[config.mk]
export PLATFORM = sky130hd
export DESIGN_NAME = mem_arbiter
export DESIGN_NICKNAME = d
export VERILOG_FILES = /design/src/rtl/mem_arbiter_pkg.sv /design/src/rtl/mem_arb_rr.sv /design/src/rtl/mem_arbiter.sv
export SDC_FILE = /design/constraint.sdc
export NUM_CORES = 1
export LEC_CHECK = 0
export BUFFER_PORTS_ARGS = -buffer_cell sky130_fd_sc_hd__buf_2
export CORE_AREA = 3 3 120 122
export CTS_BUF_LIST = sky130_fd_sc_hd__clkbuf_8
export CTS_CLUSTER_SIZE = 24
export DETAILED_ROUTE_END_ITERATION = 16
export DIE_AREA = 0 0 123 125
export SLEW_MARGIN = 30
export SYNTH_ARGS = -nofsm -noshare
export SYNTH_HDL_FRONTEND = slang
export SYNTH_SLANG_ARGS = --single-unit
[constraint.sdc]
create_clock -name clk -period 1.91 [get_ports clk]
set_input_delay 0 -clock clk [delete_from_list [all_inputs] [get_ports clk]]
set_output_delay 0 -clock clk [all_outputs]
set_load 0.02 [all_outputs]
[src/rtl/mem_arbiter_pkg.sv]
// mem_arbiter_pkg: shared state/owner encodings and address validity check for the memory arbiter
package mem_arbiter_pkg;

    typedef enum logic [1:0] {ST_IDLE, ST_ACCESS, ST_RESP, ST_ERR} state_t;

    typedef enum logic [1:0] {OWN_I, OWN_D, OWN_LD} owner_t;

    // A byte address is unusable when it is not word aligned or points past the memory
    function automatic logic addr_bad(input logic [31:0] a, input int unsigned aw);
        return (a[1:0] != 2'b00) || ((a >> (aw + 2)) != 32'd0);
    endfunction

endpackage

[src/rtl/mem_arb_rr.sv]
// mem_arb_rr: two-way round-robin picker between instruction and data requests
module mem_arb_rr (
    input  logic req_i,
    input  logic req_d,
    input  logic last,
    output logic gnt_i,
    output logic gnt_d
);

    // last=1 means D won most recently, so I takes a tie; otherwise D takes it
    always_comb begin
        gnt_i = req_i & (~req_d | last);
        gnt_d = req_d & ~gnt_i;
    end

endmodule

[src/rtl/mem_arbiter.sv]
// mem_arbiter: arbitrates fetch, data and loader ports onto one synchronous single-port RAM
module mem_arbiter
    import mem_arbiter_pkg::*;
#(
    parameter  int MEM_WIDTH = 32,
    parameter  int MEM_SIZE  = 256,
    localparam int ADDR_W    = $clog2(MEM_SIZE)
) (
    input  logic                 clk,
    input  logic                 reset,
    input  logic                 i_req,
    input  logic [31:0]          i_addr,
    output logic                 i_ack,
    output logic                 i_err,
    output logic [MEM_WIDTH-1:0] i_rdata,
    input  logic                 d_req,
    input  logic                 d_we,
    input  logic [31:0]          d_addr,
    input  logic [MEM_WIDTH-1:0] d_wdata,
    output logic                 d_ack,
    output logic                 d_err,
    output logic [MEM_WIDTH-1:0] d_rdata,
    input  logic                 ld_req,
    input  logic [31:0]          ld_addr,
    input  logic [MEM_WIDTH-1:0] ld_wdata,
    output logic                 ld_ack,
    output logic                 ld_err,
    output logic                 mem_en,
    output logic                 mem_we,
    output logic [ADDR_W-1:0]    mem_addr,
    output logic [MEM_WIDTH-1:0] mem_wdata,
    input  logic [MEM_WIDTH-1:0] mem_rdata,
    output logic                 core_stall
);

    state_t               state;
    owner_t               owner;
    owner_t               pick;
    logic                 last;
    logic                 req_ld;
    logic                 req_i;
    logic                 req_d;
    logic                 gnt_i;
    logic                 gnt_d;
    logic                 go;
    logic                 bad;
    logic                 sel_we;
    logic [31:0]          sel_addr;
    logic [MEM_WIDTH-1:0] sel_wdata;

    mem_arb_rr u_rr (
        .req_i (req_i),
        .req_d (req_d),
        .last  (last),
        .gnt_i (gnt_i),
        .gnt_d (gnt_d)
    );

    // Candidate requests (the port just being answered is masked) and the winner's latched fields
    always_comb begin
        req_ld    = ld_req & ~(state == ST_RESP && owner == OWN_LD);
        req_i     = i_req & ~(state == ST_RESP && owner == OWN_I);
        req_d     = d_req & ~(state == ST_RESP && owner == OWN_D);
        go        = req_ld | gnt_i | gnt_d;
        pick      = req_ld ? OWN_LD : gnt_i ? OWN_I : OWN_D;
        sel_addr  = req_ld ? ld_addr : gnt_i ? i_addr : d_addr;
        sel_we    = req_ld ? 1'b1 : gnt_i ? 1'b0 : d_we;
        sel_wdata = req_ld ? ld_wdata : gnt_i ? '0 : d_wdata;
        bad       = addr_bad(sel_addr, ADDR_W);
    end

    // Control FSM: grant, drive the RAM for one cycle, then strobe the owner's ack
    always_ff @(posedge clk) begin
        if (!reset) begin
            state     <= ST_IDLE;
            owner     <= OWN_I;
            last      <= 1'b1;
            i_ack     <= 1'b0;
            i_err     <= 1'b0;
            d_ack     <= 1'b0;
            d_err     <= 1'b0;
            ld_ack    <= 1'b0;
            ld_err    <= 1'b0;
            mem_en    <= 1'b0;
            mem_we    <= 1'b0;
            mem_addr  <= '0;
            mem_wdata <= '0;
        end else begin
            i_ack  <= 1'b0;
            i_err  <= 1'b0;
            d_ack  <= 1'b0;
            d_err  <= 1'b0;
            ld_ack <= 1'b0;
            ld_err <= 1'b0;
            mem_en <= 1'b0;
            mem_we <= 1'b0;
            case (state)
                ST_IDLE, ST_RESP: begin
                    if (go) begin
                        owner <= pick;
                        if (pick != OWN_LD)
                            last <= (pick == OWN_D);
                        if (bad) begin
                            state  <= ST_ERR;
                            i_ack  <= (pick == OWN_I);
                            i_err  <= (pick == OWN_I);
                            d_ack  <= (pick == OWN_D);
                            d_err  <= (pick == OWN_D);
                            ld_ack <= (pick == OWN_LD);
                            ld_err <= (pick == OWN_LD);
                        end else begin
                            state     <= ST_ACCESS;
                            mem_en    <= 1'b1;
                            mem_we    <= sel_we;
                            mem_addr  <= sel_addr[ADDR_W+1:2];
                            mem_wdata <= sel_wdata;
                        end
                    end else begin
                        state <= ST_IDLE;
                    end
                end
                ST_ACCESS: begin
                    state  <= ST_RESP;
                    i_ack  <= (owner == OWN_I);
                    d_ack  <= (owner == OWN_D);
                    ld_ack <= (owner == OWN_LD);
                end
                default: state <= ST_IDLE;
            endcase
        end
    end

    // Read data is only forwarded during a successful acknowledge
    always_comb begin
        i_rdata    = (i_ack && !i_err) ? mem_rdata : '0;
        d_rdata    = (d_ack && !d_err) ? mem_rdata : '0;
        core_stall = (i_req & ~i_ack) | (d_req & ~d_ack);
    end

endmodule
==> flow_metrics.tcl, run 1 <==
set metrics [dict create \
    grt_start_max_net_pins 34 \
    ys_warn_count 0 \
    synth_area_sq_um 3199 \
    syn_inst 370 \
    yosys.area_share.simple_pct 29.17 \
    row_count 42 \
    place_congestion 0.8518 \
    period_share_pct 98.08 \
    crit_type "reg -> reg" \
    reg2reg_depth 6 \
    die_y_um 125 \
    cp-end-kind "register" \
    synth-edff-count 0 \
    status "complete, no violations" \
    clock_skew_ps 14.48 \
    yosysSeqAreaShare_pct 33.16 \
    reg2reg_to "mem_addr[4]" \
    drive_gt1_share_pct 56.36 \
    reg2reg_slack_ps 40 \
    drv_slew 0 \
    synth_most_common_cell "and2_1" \
    synth-xor-area-share_pct 0 \
    highest_layer "met4" \
    critPathMaxFanout 8 \
    synth_top_area_share_pct 33.16 \
    drtAntennaViolNets 0 \
    start_util_pct 24.06 \
    peakVddDrop_v 0.0003242 \
    worstMarginPinSlew_ps 532.8 \
    maxCapViolations 0 \
    leakage_nw 2.798 \
    met3_wirelength_um 1106 \
    clk_path_buf_depth 2 \
    async_flop_share_pct 0 \
    dr_wl_met2_um 7410 \
    syn-num-nets 568 \
    synth_compound_area_share_pct 29.06 \
    min_to "mem_wdata[3]" \
    grt_pass1_vias 3880 \
    portBuffers 310 \
    drc_errors 0 \
    dieWidth_um 123 \
    clock_latency_ps 310 \
    final.fill_count 1341 \
    relSlewSlack_pct 64.48 \
    synth_mux_area_share_pct 2.816 \
    synth_adder_area_share_pct 0 \
    r2r-start "owner[1]" \
    synth_top_flop_cell "dfxtp_1" \
    synth_common_cells "and2_1 (66), nand2_1 (65), dfxtp_1 (53)" \
    cts_buffers 5 \
    drt-met1-wl_um 5454 \
    htree_levels 2 \
    viasPerCell 4.498 \
    ys_ff_latch 53 \
    dr_total_vias 4012 \
    hold_class "in -> reg" \
    crit_path_start_kind "register" \
    p_per_area_nw_per_um2 548.9 \
    first_pass_iters 4 \
    path_clk_slew_ps 110 \
    min_period_ps 1873 \
    syn_to_final_growth_pct 72.39 \
    place_ws_ps -79.04 \
    routed_wirelength_um 14070 \
    max_freq_ghz 0.5338 \
    synth_cell_type_count 41 \
    fin_nets 912 \
    cts_tree "yes" \
    finalSetupViolCount 0 \
    avgSynthCellArea_sq_um 8.647 \
    min_path_cells 3 \
    grt.overflow.total 0 \
    utilization_pct 41.48 \
    cp.arrival_ps 2060 \
    grt_first_pass_wirelength_um 20560 \
    ioPinCount 311 \
    antenna_found_initial 1 \
    crit_required_ps 2100 \
    cts_root_buf "clkbuf_8" \
    cts_sinks 53 \
    wl_per_cell_um 15.78 \
    grt_usage_pct 16.71 \
    synth_top_area_cell "dfxtp_1" \
    core_area_sq_um 13300 \
    hp-start "d_wdata[3]" \
    rsz0062_at_grt "true" \
    die_area_sq_um 15380 \
    synth_top_family_by_area "simple AND/OR/NAND/NOR gates" \
    hpwl_um 11150 \
    synth.area.top_cells "dfxtp_1 (33%), and2_1 (13%), o22ai_2 (12%), nand2_1 (7.6%), a22oi_1 (7.5%)" \
    final_hold_viol_count 0 \
    drt_first_iter_violations 79 \
    fin_ws_ps 36.66 \
]
-- critical path, cell delays in order, from the launching register on --
cell	delay [ps]
dfxtp_2	350
or4b_4	530
o211a_4	180
o21ai_2	90
buf_6	150
o2111ai_4	260
mux2i_1	190
-- through the flow --
step / std cells / hold WS [ps] / cell area [sq um] / total power (W) / setup TNS [ps]
2_1_floorplan: 370 / 166.3 / 3199 / 0.001716 / -3.059
3_3_place_gp: 850 / 310.4 / 5040 / 0.002165 / -221.3
3_5_place_dp: 850 / 319.1 / 5040 / 0.002169 / -2005
4_1_cts: 885 / 0.6633 / 5440 / 0.003052 / 0
5_1_grt: 892 / 4.818 / 5515 / 0.003202 / -924.3
6_report: 892 / 9.924 / 5515 / 0.003027 / 0
-- final cells by class --
type                       instances  area, sq um  share of cell area (%)
antenna                            1        2.502                 0.04537
clock buffer                       5        68.82                   1.248
clock inverter                     3        47.55                  0.8621
inverter                           4        15.01                  0.2722
multi-input combinational        283         1979                   35.89
sequential                        53         1064                   19.28
tap                              176        220.2                   3.993
timing repair buffer             367         2118                   38.41
-- how the worst max path moves through the flow --
stage,start,to,cells past startpoint
after floorplan,owner[0],mem_wdata[8],6
after global placement,d_addr[20],mem_wdata[8],7
after detailed placement,d_addr[20],mem_wdata[8],7
after CTS,owner[1],d_ack,6
after global routing,owner[1],mem_wdata[12],6
final,owner[1],mem_addr[4],6
-- flip-flops by register name, indices dropped and copies added, names as in the netlist, 2 cells and up --
signal     flops
mem_addr       8
mem_wdata     32
owner          2
state          2
-- per-layer routing --
layer | up-vias | global-route usage (%)
met5 | - | 0
met4 | 0 | 2.736
met3 | 7 | 3.026
met2 | 169 | 32.16
met1 | 1814 | 19.14
li1 | 2022 | -
-- timing repair --
action	CTS	global route
cloned	0	1
buffers inserted	1	4
setup endpoints to repair	41	43
hold buffers	26	1
pin swaps	2	2
gates resized for setup	4	4
endpoints found under the hold margin	19	1
-- cells in the final DEF (no fill, tap or decap), types with 9 or more instances in the layout --
master,count
buf_2,310
nor4_1,18
dlygate4sd3_1,27
and2_1,65
o21ai_0,10
a22oi_1,32
buf_4,24
mux2i_1,9
o22ai_2,30
a31o_2,9
nand2_1,65
dfxtp_1,51
-- power by group --
part / leakage [nW] / internal, W / total [W] / switching, W
Clock: 0.0592 / 0.000401 / 0.000817 / 0.000416
Combinational: 2.31 / 0.000495 / 0.00105 / 0.000552
Sequential: 0.430 / 0.00114 / 0.00116 / 0.0000207
Total: 2.80 / 0.00204 / 0.00303 / 0.000988
-- cell families after synthesis --
logic type             Yosys count
AND/OR/NAND/NOR                172
flip-flops                      53
multiplexers                     9
AO/OA/AOI/OAI                  102
buffers and inverters           34
(Power assumes the default switching activity.)
==> run 2: changes to the inputs <==
--- a/config.mk
+++ b/config.mk
@@ -11,7 +11,9 @@
 export CTS_CLUSTER_SIZE = 24
 export DETAILED_ROUTE_END_ITERATION = 16
 export DIE_AREA = 0 0 123 125
+export SETUP_SLACK_MARGIN = 0.4
 export SLEW_MARGIN = 30
 export SYNTH_ARGS = -nofsm -noshare
 export SYNTH_HDL_FRONTEND = slang
 export SYNTH_SLANG_ARGS = --single-unit
+export TNS_END_PERCENT = 30
==> run 2 against run 1 <==
Compared with the run above: the flow now finishes with violations (setup timing); die area did not move; first-iteration DRC count is 59% higher; non-clock buffer count decreased by 25; global-route usage up 0.12 points; sequential share of layout area grew 0.97 points; register-to-register slack got worse by 60 ps; via count down 2.4%; critical path depth increased by 1.
==> flow_metrics.tcl, run 2 (synthesis gave the netlist of run 1 again) <==
set metrics [dict create \
    antenna_found_initial 1 \
    wl_per_cell_um 16.18 \
    clock_latency_ps 300 \
    cp-end-kind "register" \
    multi_input_area_sq_um 2008 \
    ioPinCount 311 \
    maxCapViolations 0 \
    die_area_sq_um 15380 \
    syn_to_final_growth_pct 64.92 \
    finalSetupViolCount 8 \
    crit_required_ps 2150 \
    core_area_sq_um 13300 \
    fin_ws_ps -19.87 \
    dieWidth_um 123 \
    peakVddDrop_v 0.0003652 \
    clk_path_buf_depth 2 \
    final_area_sq_um 5276 \
    drc_errors 0 \
    p_per_area_nw_per_um2 531.8 \
    drt_first_iter_violations 126 \
    drtAntennaViolNets 0 \
    hpwl_um 11540 \
    crit_type "reg -> reg" \
    routed_wirelength_um 14030 \
    rsz0062_at_grt "true" \
    grt_usage_pct 16.83 \
    grt_start_max_net_pins 33 \
    hold_class "in -> reg" \
    max_freq_ghz 0.5182 \
    place_congestion 0.8151 \
    drv_slew 0 \
    cts_buffers 5 \
    final_common_cell "buf_2" \
    whs_ps 9.695 \
    violations "setup timing" \
    final_cell_mix "buf_2 (310), and2_1 (65), nand2_1 (64)" \
    largest_registers "mem_wdata x32, mem_addr x8" \
    grt_pass1_vias 3924 \
    top_register "mem_wdata" \
    dr_total_vias 3914 \
    clock_skew_ps 8.437 \
    die_y_um 125 \
    drive_gt1_share_pct 58.55 \
    largest_reg_flops 32 \
    cts_sinks 53 \
    tns_ps -81.70 \
    status "finished, violations left" \
    worstMarginPinSlew_ps 446.1 \
    htree_levels 2 \
    grt.overflow.total 0 \
    row_count 42 \
    cts_root_buf "clkbuf_8" \
    final.fill_count 1411 \
    portBuffers 310 \
    min_period_ps 1930 \
    relSlewSlack_pct 70.25 \
    total_power_w 0.002806 \
    period_share_pct 101.0 \
    critPathMaxFanout 14 \
    viasPerCell 4.514 \
    cts_tree "yes" \
    final_hold_viol_count 0 \
    crit_path_start_kind "register" \
    regArea_sq_um 1069 \
    start_util_pct 24.06 \
    cp.arrival_ps 2170 \
    first_pass_iters 4 \
    leakage_nw 2.686 \
    grt_first_pass_wirelength_um 20550 \
    path_clk_slew_ps 100 \
    fin_nets 887 \
    dpl_cell_area_sq_um 5057 \
]
[run 2: routing by layer]
metal	share of wire (%)	track usage, %	vias up
met2	55	32.97	188
li1	-	-	1974
met1	36	18.56	1748
met4	0.42	2.541	0
met3	8.7	3.568	4
met5	0	0	-
[run 2: where the power goes]
part / switching [W] / internal [W]
Combinational: 0.000549 / 0.000461
Clock: 0.000373 / 0.000254
Sequential: 0.0000239 / 0.00114
[run 2: worst max-delay path, stage by stage, from the launching register on]
cell	delay (ps)
dfxtp_2	330
or4b_4	570
o211a_4	180
buf_6	140
nor4_4	180
o21ai_4	110
clkbuf_16	200
o22ai_2	160
[run 2: cell type report]
type / count / area share [%]
clock buffers: 5 / 1.304
flip-flops and latches: 53 / 20.25
repair buffers: 342 / 35.55
multi-input cells: 283 / 38.06
well taps: 176 / 4.174
inverters: 4 / 0.2846
clock inverters: 3 / 0.3320
diodes: 1 / 0.04743
[run 2: worst paths after layout]
| check | startpoint | end | slack [ps] | cells past startpoint |
|---|---|---|---|---|
| worst max-delay path | owner[1] | mem_wdata[30] | -20 | 7 |
| worst min-delay path | d_wdata[1] | mem_wdata[1] | 10 | 3 |
| worst min register to register | mem_addr[4] | mem_addr[4] | 470 | 2 |
| worst max register to register | owner[1] | mem_wdata[30] | -20 | 7 |
[run 2: stage by stage]
stage	std cells	setup slack [ps]	util [%]
floorplan	370	103.6	-
global placement	852	-30.06	38.04
detailed placement	852	-54.95	38.04
CTS	864	12.69	39.22
global route	867	-72.21	39.69
finish	867	-19.87	39.69
[run 2: timing repair]
action | 4_1_cts | 5_1_grt
gates cloned | 0 | 1
resized for setup | 8 | 8
endpoints found under the hold margin | 4 | 0
setup endpoints to repair | 51 | 54
pin swaps | 11 | 3
buffers inserted | 0 | 1
hold buffers | 4 | 0
==> run 3: changes to the inputs <==
--- a/config.mk
+++ b/config.mk
@@ -5,12 +5,12 @@
 export SDC_FILE = /design/constraint.sdc
 export NUM_CORES = 1
 export LEC_CHECK = 0
-export BUFFER_PORTS_ARGS = -buffer_cell sky130_fd_sc_hd__buf_2
-export CORE_AREA = 3 3 120 122
+export CORE_AREA = 3 3 118 120
 export CTS_BUF_LIST = sky130_fd_sc_hd__clkbuf_8
 export CTS_CLUSTER_SIZE = 24
 export DETAILED_ROUTE_END_ITERATION = 16
-export DIE_AREA = 0 0 123 125
+export DIE_AREA = 0 0 121 123
+export DONT_BUFFER_PORTS = 1
 export SETUP_SLACK_MARGIN = 0.4
 export SLEW_MARGIN = 30
 export SYNTH_ARGS = -nofsm -noshare
==> run 3 against run 2 <==
Compared with the run above: the flow still finishes with violations (setup timing); hold slack improved by 11 ps; sequential power rose by 3%; final cell count fell by 26%; non-clock buffer count is 226 lower; global-route usage about the same; utilization decreased by 4.2 points; critical path depth did not move; setup slack got worse by 34 ps.
==> flow_metrics.tcl, run 3 (synthesis gave the netlist of run 1 again) <==
set metrics [dict create \
    status "finished, violations left" \
    violations "setup timing" \
    portBuffers 0 \
    crit_path_start_kind "register" \
    fin_nets 661 \
    htree_levels 2 \
    grt_usage_pct 16.87 \
    critPathMaxFanout 26 \
    cp-end-kind "register" \
    syn_to_final_growth_pct 45.25 \
    place_ws_ps -67.64 \
    period_share_pct 102.8 \
    final_cell_mix "dlygate4sd3_1 (89), and2_1 (65), nand2_1 (62)" \
    start_util_pct 24.45 \
    final_hold_viol_count 0 \
    max_freq_ghz 0.5092 \
    die_area_sq_um 14880 \
    largest_reg_flops 32 \
    cts_buffers 5 \
    place_congestion 0.8064 \
    cp.arrival_ps 2220 \
    p_per_area_nw_per_um2 623.1 \
    antenna_cells 0 \
    rsz0062_at_grt "true" \
    relSlewSlack_pct 66.36 \
    die_y_um 123 \
    final_common_cell "dlygate4sd3_1" \
    tns_ps -654.0 \
    viasPerCell 5.352 \
    top_register "mem_wdata" \
    dpl_cell_area_sq_um 3503 \
    path_clk_slew_ps 100 \
    cp_cell_sequence "or4b_4 -> o211a_4 -> buf_6 -> nor4_4 -> o21ai_4 -> buf_12 -> o22ai_2" \
    grt_pass1_vias 3500 \
    core_area_sq_um 13090 \
    grt_start_max_net_pins 58 \
    total_power_w 0.002896 \
    routed_wirelength_um 13690 \
    clock_skew_ps 8.248 \
    largest_registers "mem_wdata x32, mem_addr x8" \
    drc_errors 0 \
    first_pass_iters 4 \
    ioPinCount 311 \
    cts_tree "yes" \
    crit_required_ps 2160 \
    dieWidth_um 121 \
    final_area_sq_um 4647 \
    crit_type "reg -> reg" \
    wl_per_cell_um 21.40 \
    fin_ws_ps -53.96 \
    row_count 42 \
    maxCapViolations 0 \
    cts_root_buf "clkbuf_8" \
    leakage_nw 1.672 \
    hold_class "in -> reg" \
    drive_gt1_share_pct 21.55 \
    peakVddDrop_v 0.0003463 \
    cp_slowest_cell "or4b_4" \
    clock_latency_ps 330 \
    max_stage_delay_ps 510 \
    drv_slew 0 \
    clk_path_buf_depth 2 \
    finalSetupViolCount 26 \
    drt_first_iter_violations 150 \
    antenna_found_initial 0 \
    worstMarginPinSlew_ps 512.1 \
    min_period_ps 1964 \
    drtAntennaViolNets 0 \
    grt.overflow.total 0 \
    hpwl_um 9759 \
    cts_sinks 53 \
    dr_total_vias 3425 \
    grt_first_pass_wirelength_um 19240 \
]
[run 3: cell count changes in the layout (fill, tap and decap cells not counted), moves of 2 or more]
cell	previous run	this run
buf_2	310	0
dlygate4sd3_1	4	89
dfxtp_2	3	6
clkinv_2	2	0
dfxtp_1	49	47
nand2_1	64	62
nand2_2	1	3
[run 3: path summary, 6_finish.rpt]
kind | from | endpoint | slack (ps) | depth (start not counted)
worst max-delay path | state[1] | mem_wdata[27] | -50 | 7
worst min-delay path | ld_addr[5] | mem_addr[3] | 20 | 3
worst max register to register | state[1] | mem_wdata[27] | -50 | 7
worst min register to register | owner[0] | owner[0] | 480 | 2
[run 3: metal layers]
layer	share of wire [%]	track usage (%)	wire, um
met5	0	0	0
met4	2.4	6.161	335
met3	8.6	4.346	1180
met2	54	32.16	7368
met1	35	17.80	4808
[run 3: per-stage QoR]
| stage | hold slack, ps | utilization, % | instances |
|---|---|---|---|
| 2_1_floorplan | 166.3 | - | 370 |
| 3_3_place_gp | 89.54 | 26.77 | 540 |
| 3_5_place_dp | 104.5 | 26.77 | 540 |
| 4_1_cts | 0.04607 | 35.23 | 640 |
| 5_1_grt | 14.78 | 35.51 | 640 |
| 6_report | 20.73 | 35.51 | 640 |
[run 3: worst max-delay path, delay by kind of cell, from the launching register on]
family / cells / cell delay, ps
AO/OA/AOI/OAI: 3 / 470
buffers and inverters: 2 / 310
flip-flops: 1 / 400
AND/OR/NAND/NOR: 2 / 690
[run 3: area by class of cell]
| class | instances | area (sq um) |
|---|---|---|
| repair buffers | 116 | 1179 |
| fillers | 1266 | 8438 |
| flip-flops and latches | 53 | 1069 |
| clock buffers | 6 | 82.58 |
| well taps | 176 | 220.2 |
| multi-input cells | 283 | 2048 |
| clock inverters | 2 | 33.78 |
| inverters | 4 | 15.01 |
[run 3: power by group]
part	leakage, nW	internal [W]	switching, W
logic	1.18	0.000390	0.000470
registers	0.432	0.00114	0.0000648
clock network	0.0626	0.000423	0.000404
[run 3: what timing repair did]
action                                 4_1_cts  5_1_grt
hold buffers                                90        0
resized for setup                           17        6
setup endpoints to repair                  117       84
endpoints found under the hold margin       53        0
pin swaps                                    7        5
buffers inserted                             2        0
